## src/rtl/pc_gen_stage_pkg.sv

```systemverilog
// Shared constants for the pre-fetch PC generator: default vectors, fetch exception codes
// and the stage state encoding.
package pc_gen_stage_pkg;

    localparam logic [31:0] ResetPcDef     = 32'hBFC0_0000;
    localparam logic [31:0] GeneralExPcDef = 32'hBFC0_0380;
    localparam logic [31:0] RefillExPcDef  = 32'hBFC0_0200;

    localparam logic [4:0] ExcAdel = 5'h04;
    localparam logic [4:0] ExcTlbl = 5'h02;
    localparam logic [4:0] ExcNone = 5'h1F;

    typedef enum logic [0:0] {
        StRun   = 1'b0,
        StFwait = 1'b1
    } ps_state_e;

    // Byte-offset mask of one fetch group (group size minus one).
    function automatic logic [31:0] group_mask(input int unsigned fetch_w);
        return 32'(fetch_w * 4 - 1);
    endfunction

endpackage

```

## src/rtl/pc_gen_redirect_q.sv

```systemverilog
// Pending branch/BPU redirect held across IF stalls; a resolved branch always wins over a
// held prediction, a prediction may only replace another prediction.
module pc_gen_redirect_q (
    input  logic        clk,
    input  logic        reset,
    input  logic        clear_i,
    input  logic        br_taken_i,
    input  logic [31:0] br_target_i,
    input  logic        bpu_valid_i,
    input  logic [31:0] bpu_target_i,
    output logic        valid_o,
    output logic [31:0] pc_o,
    output logic        bdd_o
);

    logic        valid_q, valid_d;
    logic [31:0] pc_q, pc_d;
    logic        bdd_q, bdd_d;
    logic        from_bpu_q, from_bpu_d;

    always_comb begin
        valid_d    = valid_q;
        pc_d       = pc_q;
        bdd_d      = bdd_q;
        from_bpu_d = from_bpu_q;
        if (clear_i) begin
            valid_d    = 1'b0;
            bdd_d      = 1'b0;
            from_bpu_d = 1'b0;
        end else if (br_taken_i) begin
            valid_d    = 1'b1;
            pc_d       = br_target_i;
            bdd_d      = 1'b1;
            from_bpu_d = 1'b0;
        end else if (bpu_valid_i && (!valid_q || from_bpu_q)) begin
            valid_d    = 1'b1;
            pc_d       = bpu_target_i;
            bdd_d      = 1'b0;
            from_bpu_d = 1'b1;
        end
    end

    always_ff @(posedge clk) begin
        if (reset) begin
            valid_q    <= 1'b0;
            pc_q       <= 32'h0;
            bdd_q      <= 1'b0;
            from_bpu_q <= 1'b0;
        end else begin
            valid_q    <= valid_d;
            pc_q       <= pc_d;
            bdd_q      <= bdd_d;
            from_bpu_q <= from_bpu_d;
        end
    end

    assign valid_o = valid_q;
    assign pc_o    = pc_q;
    assign bdd_o   = bdd_q;

endmodule

```

## src/rtl/pc_gen_stage.sv

```systemverilog
// Pre-fetch PC generator: picks the next fetch-group PC, translates it, flags fetch
// exceptions and drives the ICache request for FETCH_W-wide aligned groups.
module pc_gen_stage
    import pc_gen_stage_pkg::*;
#(
    parameter int unsigned FETCH_W       = 1,
    parameter bit          TLB_EN        = 1'b1,
    parameter logic [31:0] RESET_PC      = ResetPcDef,
    parameter logic [31:0] GENERAL_EX_PC = GeneralExPcDef,
    parameter logic [31:0] REFILL_EX_PC  = RefillExPcDef
) (
    input  logic               clk,
    input  logic               reset,
    input  logic               fs_allowin,
    input  logic               icache_busy,
    input  logic               eret,
    input  logic [31:0]        epc,
    input  logic               flush,
    input  logic               flush_refill,
    input  logic               br_taken,
    input  logic [31:0]        br_target,
    input  logic               bpu_valid,
    input  logic [31:0]        bpu_target,
    input  logic               itlb_hit,
    input  logic               itlb_v,
    input  logic [19:0]        itlb_pfn,
    output logic               ps_to_fs_valid,
    output logic [31:0]        ps_pc,
    output logic [FETCH_W-1:0] ps_lane_mask,
    output logic               ps_bdd,
    output logic               ps_ex,
    output logic [4:0]         ps_excode,
    output logic               ps_refill,
    output logic               icache_req,
    output logic [31:0]        icache_paddr
);

    localparam logic [31:0] GbMask   = group_mask(FETCH_W);
    localparam logic [31:0] GbSize   = GbMask + 32'd1;
    localparam logic [31:0] LaneMask = 32'(FETCH_W - 1);

    ps_state_e   state_q, state_d;
    logic [31:0] pc_q, pc_d;
    logic [31:0] seq_pc;
    logic        fire, kill, fwait_exit;
    logic        pend_valid, pend_bdd;
    logic [31:0] pend_pc;

    assign kill       = eret | flush;
    assign fire       = (state_q == StRun) & ~icache_busy & fs_allowin;
    assign fwait_exit = (state_q == StFwait) & ~icache_busy;
    assign seq_pc     = (pc_q & ~GbMask) + GbSize;

    // Any consumption (fire) or kill empties the pending slot; otherwise it captures redirects.
    pc_gen_redirect_q u_redirect_q (
        .clk          (clk),
        .reset        (reset),
        .clear_i      (kill | fire),
        .br_taken_i   (br_taken),
        .br_target_i  (br_target),
        .bpu_valid_i  (bpu_valid),
        .bpu_target_i (bpu_target),
        .valid_o      (pend_valid),
        .pc_o         (pend_pc),
        .bdd_o        (pend_bdd)
    );

    always_comb begin
        pc_d = pc_q;
        if (eret) begin
            pc_d = epc;
        end else if (flush) begin
            pc_d = flush_refill ? REFILL_EX_PC : GENERAL_EX_PC;
        end else if (fire) begin
            if (br_taken) begin
                pc_d = br_target;
            end else if (bpu_valid) begin
                pc_d = bpu_target;
            end else if (pend_valid) begin
                pc_d = pend_pc;
            end else begin
                pc_d = seq_pc;
            end
        end
    end

    always_comb begin
        state_d = state_q;
        if (kill) begin
            state_d = icache_busy ? StFwait : StRun;
        end else if (fwait_exit) begin
            state_d = StRun;
        end
    end

    always_ff @(posedge clk) begin
        if (reset) begin
            pc_q    <= RESET_PC;
            state_q <= StRun;
        end else begin
            pc_q    <= pc_d;
            state_q <= state_d;
        end
    end

    // Translation and fetch exception decode; kseg0/kseg1 are always direct-mapped.
    logic        adel, mapped, tlb_refill, tlb_inv;
    logic [31:0] paddr_raw;

    assign adel       = |pc_q[1:0];
    assign mapped     = TLB_EN && (pc_q[31:30] != 2'b10);
    assign tlb_refill = ~adel & mapped & ~itlb_hit;
    assign tlb_inv    = ~adel & mapped & itlb_hit & ~itlb_v;

    always_comb begin
        ps_excode = ExcNone;
        if (adel) begin
            ps_excode = ExcAdel;
        end else if (tlb_refill || tlb_inv) begin
            ps_excode = ExcTlbl;
        end
    end

    assign ps_ex     = adel | tlb_refill | tlb_inv;
    assign ps_refill = tlb_refill;
    assign paddr_raw = mapped ? {itlb_pfn, pc_q[11:0]} : {3'b000, pc_q[28:0]};

    // First valid lane is the word index of pc inside its group.
    logic [31:0] lane_first;
    assign lane_first = {2'b00, pc_q[31:2]} & LaneMask;

    always_comb begin
        ps_lane_mask = '0;
        for (int unsigned i = 0; i < FETCH_W; i++) begin
            ps_lane_mask[i] = (32'(i) >= lane_first);
        end
    end

    assign ps_to_fs_valid = fire;
    assign ps_pc          = pc_q;
    assign ps_bdd         = pend_bdd | br_taken;
    assign icache_req     = ((state_q == StRun) & ~ps_ex & fs_allowin) | fwait_exit;
    assign icache_paddr   = paddr_raw & ~GbMask;

endmodule

```

## config.mk

```make
export PLATFORM = sky130hd
export DESIGN_NAME = pc_gen_stage
export DESIGN_NICKNAME = d
export VERILOG_FILES = /design/src/rtl/pc_gen_stage_pkg.sv /design/src/rtl/pc_gen_redirect_q.sv /design/src/rtl/pc_gen_stage.sv
export SDC_FILE = /design/constraint.sdc
export NUM_CORES = 1
export LEC_CHECK = 0
export CAP_MARGIN = 30
export CORE_MARGIN = 5
export CORE_UTILIZATION = 45
export DETAILED_ROUTE_END_ITERATION = 12
export DONT_BUFFER_PORTS = 1
export GPL_TIMING_DRIVEN = 0
export MAX_ROUTING_LAYER = met4
export PLACE_DENSITY = 0.65
export SYNTH_ARGS = -nofsm -noshare
export SYNTH_HDL_FRONTEND = slang
export SYNTH_HIERARCHICAL = 1
export SYNTH_SLANG_ARGS = --single-unit
```

## constraint.sdc

```tcl
create_clock -name clk -period 2.6 [get_ports clk]
set_clock_uncertainty 0.15 [all_clocks]
set_input_delay 0.26 -clock clk [delete_from_list [all_inputs] [get_ports clk]]
set_output_delay 0.26 -clock clk [all_outputs]
set_load 0.05 [all_outputs]
```

After elaboration in Yosys (flattened, before gate mapping)
Index checks and enable logic that the tools add are counted.
{ "totals": {"register_bits": 68, "in_bits": 127, "out_inout_bits": 75, "elab_cells": 60} }
{ "op_classes": {"add_sub_neg": 1, "n_eq_ne": 1, "n_mux": 19, "n_bitwise": 22, "reduce_logical": 11} }
{ "ops": {"columns": ["op", "n"], "rows": [
  ["$mux 32", 9],
  ["$add 32x3->32 const B", 1],
  ["$mux 5", 2],
  ["$and 1x1->1", 9],
  ["$mux 9", 1],
  ["$mux 1", 7],
  ["$not 1->1", 7],
  ["$or 1x1->1", 6],
  ["$reduce_bool 2->1", 2],
  ["$reduce_or 2->1", 2],
  ["$reduce_bool 3->1", 1],
  ["$reduce_or 3->1", 1],
  ["$logic_or 1x1->1", 2],
  ["$ne 2x2->1 const B", 1],
  ["$reduce_and 2->1", 1],
  ["$logic_and 1x1->1", 1],
  ["$logic_not 1->1", 1]
]} }

Longest topological paths before layout
{ "depth": {"depth_word": 10, "ltp_mapped": 12} }

Hierarchy
Netlist, hierarchy kept.
{ "by_module_without_submodules": {"columns": ["mod", "instances", "cells_per_inst", "area_each_um2"], "rows": [
  ["pc_gen_stage", 1, 478, 3448.3],
  ["pc_gen_redirect_q", 1, 162, 1761.7]
]} }

Worst setup path after synthesis
No wires, ideal clock.
{ "synth_path": {"path_kind": "flip-flop to output port", "startpoint": "reg pc_q[31], in the netlist ps_pc[31]", "endpoint": "out icache_req", "arrival_time_ns": 3.198, "setup_slack_ns": -1.008, "path_stages_with_launch": 6, "n_path_buf": 0, "cell_sequence": "dfxtp_1 -> nand2b_1 -> a21boi_0 -> nor3_1 -> nand2_1 -> mux2i_1"} }
{ "synth_via": {"elab_chain_cells": 9, "elab_cells_between_ends": 11} }
{ "synth_rtl": {"columns": ["item", "line_no", "source"], "rows": [
  ["start, declared", "pc_gen_stage.sv:43", "logic [31:0] pc_q, pc_d;"],
  ["start signal, assigned", "pc_gen_stage.sv:101", "pc_q <= pc_d;"],
  ["$ne 2x2->1 (*)", "pc_gen_stage.sv:111", "assign mapped = TLB_EN && (pc_q[31:30] != 2'b10);"],
  ["$and 1x1->1 (*)", "pc_gen_stage.sv:112, pc_gen_stage.sv:113", null],
  ["$and 1x1->1, on equally long branches", "pc_gen_stage.sv:112, pc_gen_stage.sv:113", null],
  ["$or 1x1->1 or $and 1x1->1 (tied branches)", "pc_gen_stage.sv:124, pc_gen_stage.sv:113", null],
  ["$or 1x1->1 (*)", "pc_gen_stage.sv:124", "assign ps_ex = adel | tlb_refill | tlb_inv;"],
  ["$not 1->1 (*)", "pc_gen_stage.sv:142", "assign icache_req = ((state_q == StRun) & ~ps_ex & fs_allowin) | fwait_exit;"],
  ["$and 1x1->1 (*) (2 in series)", "pc_gen_stage.sv:142", null],
  ["$or 1x1->1 (*)", "pc_gen_stage.sv:142", null],
  ["end, declared", "pc_gen_stage.sv:34", "output logic icache_req,"]
]} }
Mark *: on every way between the ends. The rest lies on a longest branch, timed or not.

Worst setup path in the final report
{ "layout_path": {"startpoint": "reg pc_q[30], in the netlist ps_pc[30]", "endpoint": "out icache_req"} }
The elaborated chain is that of the path after synthesis.

==> out/results.tsv <==
stage	metric	value	unit
finish	Layout area overhead	15.6	%
floorplanning	# rows	39	
sta	unrepaired setup endpoints after global routing	true	
finish	Finished Cell Area	6020	sq um
finish	fin nets	801	
critical_path	Crit. End Element	output port	
floorplanning	I/O pin cnt	202	
global_routing	vias in the first global route	5281	
min_path	Worst Hold Launch	br_target[10]	
clock_tree	Num Clock Sinks	68	
power_and_ir_drop	Static Leak	2.10	nW
finish	Layout fillers	1079	
clock_tree	clk buf depth	2	
drt	metal2 WL	10000	um
sta	Worst Tran Pin Value	971	ps
placement	placed inst area	5420	sq um
min_path	Hold Path Stages	2	
power_and_ir_drop	Flop pwr share	0.394	
floorplanning	die area	13800	sq um
flow_run	Max-Cap Viols	0	
placement	placed insts	786	
finish	Non-Filler Instances	820	
drt	M1 WL	8570	um
clock_tree	H-tree levels	3	
global_routing	gr usage total	0.306	
power_and_ir_drop	Logic pwr share	0.281	
critical_path	CP Data Arrival Time	2170	ps
power_and_ir_drop	clock share of power	0.326	
placement	post-detail-place hpwl	16800	um
logic_synthesis	ys flop type	dfxtp_1	
power_and_ir_drop	Final Power	3.44	mW
clock_tree	CTS Buf Count	9	
power_and_ir_drop	PwrDens	571	nW/um^2
drt	# DRC	0	
min_path	hold crit path type	input port to register	
clock_tree	CTS root buffer	clkbuf_16	
logic_synthesis	Synth Warn #	6	
floorplanning	core area	11400	sq um
power_and_ir_drop	Net Sw Frac	0.391	
logic_synthesis	number of enable flip-flop cells after synthesis	0	
global_routing	largest net degree at the start of global routing	13	
drt	total number of vias	5593	
critical_path	crit start category	register	
power_and_ir_drop	P_int	2.09	mW
critical_path	r2r startpoint	ps_pc[2]$_SDFFE_PP0P_	
floorplanning	Die Ht	118	um
finish	commonest non-fill, non-tap cells in the layout	a21oi_1, dfxtp_1, nand2_1, nor2_1, mux2i_1	
finish	commonest non-fill, non-tap cell in the layout	a21oi_1	
clock_tree	CTS tree	done	
sta	Setup TNS Final	0	ps
sta	Pins Over Slew Limit	0	
sta	f_max	0.387	GHz
critical_path	start point of the critical path	ps_pc[30]$_SDFFE_PP0P_	
placement	Setup Slack @ Placement	-815	ps
finish	share of cells above drive strength 1	0.210	
placement	Port Buffers	0	
min_path	Worst Hold End	ps_pc[10]$_SDFFE_PP0P_	
global_routing	initial antenna violation count	1	
sta	Slew HR	0.348	
critical_path	Worst R2R Setup Slack	60	ps
critical_path	worst reg-to-reg path cell count	7	
floorplanning	starting density of the core	0.458	
logic_synthesis	synthesized flop and latch total	68	
drt	wire per inst	26.9	um
critical_path	critical-path maximum fanout	5	
sta	worst setup margin	15.1	ps
logic_synthesis	Distinct cells, synth	72	
critical_path	Crit Path Class	register to output port	
global_routing	total grt overflow	0	
drt	routed wire length	22000	um
drt	DRT Pass-1 Iters	5	
floorplanning	die width	118	um
logic_synthesis	Synth area leaders	dfxtp_1, mux2i_1, a211oi_2	
status	status	finished clean	
logic_synthesis	Synth top area share	0.261	
clock_tree	Clock Latency Late Sink	340	ps
power_and_ir_drop	NetSw	1.35	mW
drt	DR top layer	met4	
drt	Initial DRC Count	605	
sta	fin crit share	0.994	
drt	detail-routed via count per cell	6.82	
global_routing	global-route wire length before repair	32600	um
logic_synthesis	synthesized instance count	640	
sta	final hold viol count	0	
critical_path	FF-to-FF End	ps_pc[28]$_SDFFE_PP1P_	
drt	Antenna Nets Post-Route	0	
critical_path	WP data required	2190	ps
logic_synthesis	Yosys top cell by area	dfxtp_1	
logic_synthesis	Cell Area, Synth	5210	sq um
drt	met3 routed WL	2910	um
sta	Final min period	2580	ps
logic_synthesis	post-synthesis sequential area ratio	0.261	
clock_tree	Reg clk slew, reported paths	60	ps
logic_synthesis	Post-synth ARST share	0	
logic_synthesis	Mean Syn Cell Area	8.14	sq um
sta	Final setup violation count	0	
power_and_ir_drop	VDD IR max	0.307	mV
placement	GP Congestion	0.966	
[stage by stage]
| stage | util | hold WS [ps] |
|---|---|---|
| finish | 0.530 | 3.71 |
| detailed placement | 0.477 | 244 |
| global placement | 0.476 | 232 |
| global route | 0.530 | 11.5 |
| floorplan | - | 228 |
| CTS | 0.525 | 10.7 |
[routing by layer]
layer  track usage  vias to the layer above
met3         0.107                       52
met4        0.0996                        0
met2         0.456                      401
li1              -                     2502
met5             -                        -
met1         0.388                     2638
[critical path: stages (launching register included)]
cell and delay, ps:
dfxtp_4 420, nand2b_4 170, a21boi_4 150, nor3_4 550, nand2_2 130, mux2i_4 410
[power groups by stage]
stage                     Clock (mW)  Sequential [mW]  Combinational [mW]
final                           1.12             1.35               0.966
after global routing            1.18             1.36                1.02
after CTS                       1.12             1.35               0.947
after detailed placement           0             1.37               0.901
after global placement             0             1.36               0.891
after floorplan                    0             1.33               0.749
[sequential cells by signal (all words and copies together), names as in the netlist]
register / flops
u_redirect_q/bdd_o: 1
ps_pc: 32
state_q: 1
u_redirect_q/from_bpu_q: 1
u_redirect_q/valid_o: 1
u_redirect_q/pc_o: 32
[Yosys cell counts (4+ instances only)]
master / instances
or2_2: 5
a2111oi_0: 5
nor4_1: 10
o22ai_1: 7
buf_1: 6
or3_1: 4
buf_6: 5
nor3_1: 13
mux2_2: 16
nor2b_1: 8
o211ai_1: 9
a22oi_1: 9
o41ai_1: 5
xnor2_1: 6
mux2i_1: 41
nand3_1: 9
a21oi_1: 54
and3_1: 8
buf_4: 15
inv_1: 10
nor2_1: 44
a211oi_2: 30
a211oi_1: 12
o21a_1: 4
a31oi_1: 5
a221oi_1: 12
nand4_1: 12
o21ai_0: 29
dfxtp_1: 68
nand2_1: 45
a221o_1: 9
nand2b_1: 10
and2_1: 4
clkbuf_1: 44
xor2_1: 7
o2111ai_1: 4
[area by class of cell]
| type | instances | area (sq um) | share of cell area |
|---|---|---|---|
| timing repair buffer | 23 | 211 | 0.0351 |
| clock buffer | 11 | 243 | 0.0403 |
| clock inverter | 3 | 15.0 | 0.00249 |
| buffer | 71 | 405 | 0.0673 |
| tap | 143 | 179 | 0.0297 |
| antenna | 1 | 2.50 | 0.000416 |
| multi-input combinational | 490 | 3520 | 0.584 |
| inverter | 10 | 37.5 | 0.00623 |
| sequential | 68 | 1410 | 0.234 |
[what timing repair did]
action | in CTS | in global routing
pin swaps | 2 | 3
buffers inserted | 2 | 2
resized for setup | 40 | 20
setup endpoints to repair | 67 | 51
hold buffers | 17 | 0
hold endpoints to repair | 17 | 0
[worst max path at each step]
| stage | endpoint | slack [ps] | depth (start not counted) |
|---|---|---|---|
| floorplan | icache_req | -70 | 5 |
| global placement | u_redirect_q/pc_o[1]$_SDFFE_PP0P_ | -780 | 11 |
| detailed placement | u_redirect_q/pc_o[2]$_SDFFE_PP0P_ | -820 | 11 |
| CTS | icache_req | -50 | 5 |
| global route | icache_req | -50 | 5 |
| finish | icache_req | 20 | 5 |
[cell families (layout without fill, tap and decap cells)]
group,after synthesis,count (layout),share of synthesized area
AO/OA/AOI/OAI,226,226,0.331
AND/OR/NAND/NOR,190,190,0.190
buffers and inverters,83,118,0.0785
flip-flops,68,68,0.261
multiplexers,57,57,0.113
XOR/XNOR,13,13,0.0219
other,2,4,0.00144
adder cells (fa/ha/maj),1,1,0.00240
(Power assumes the default switching activity.)
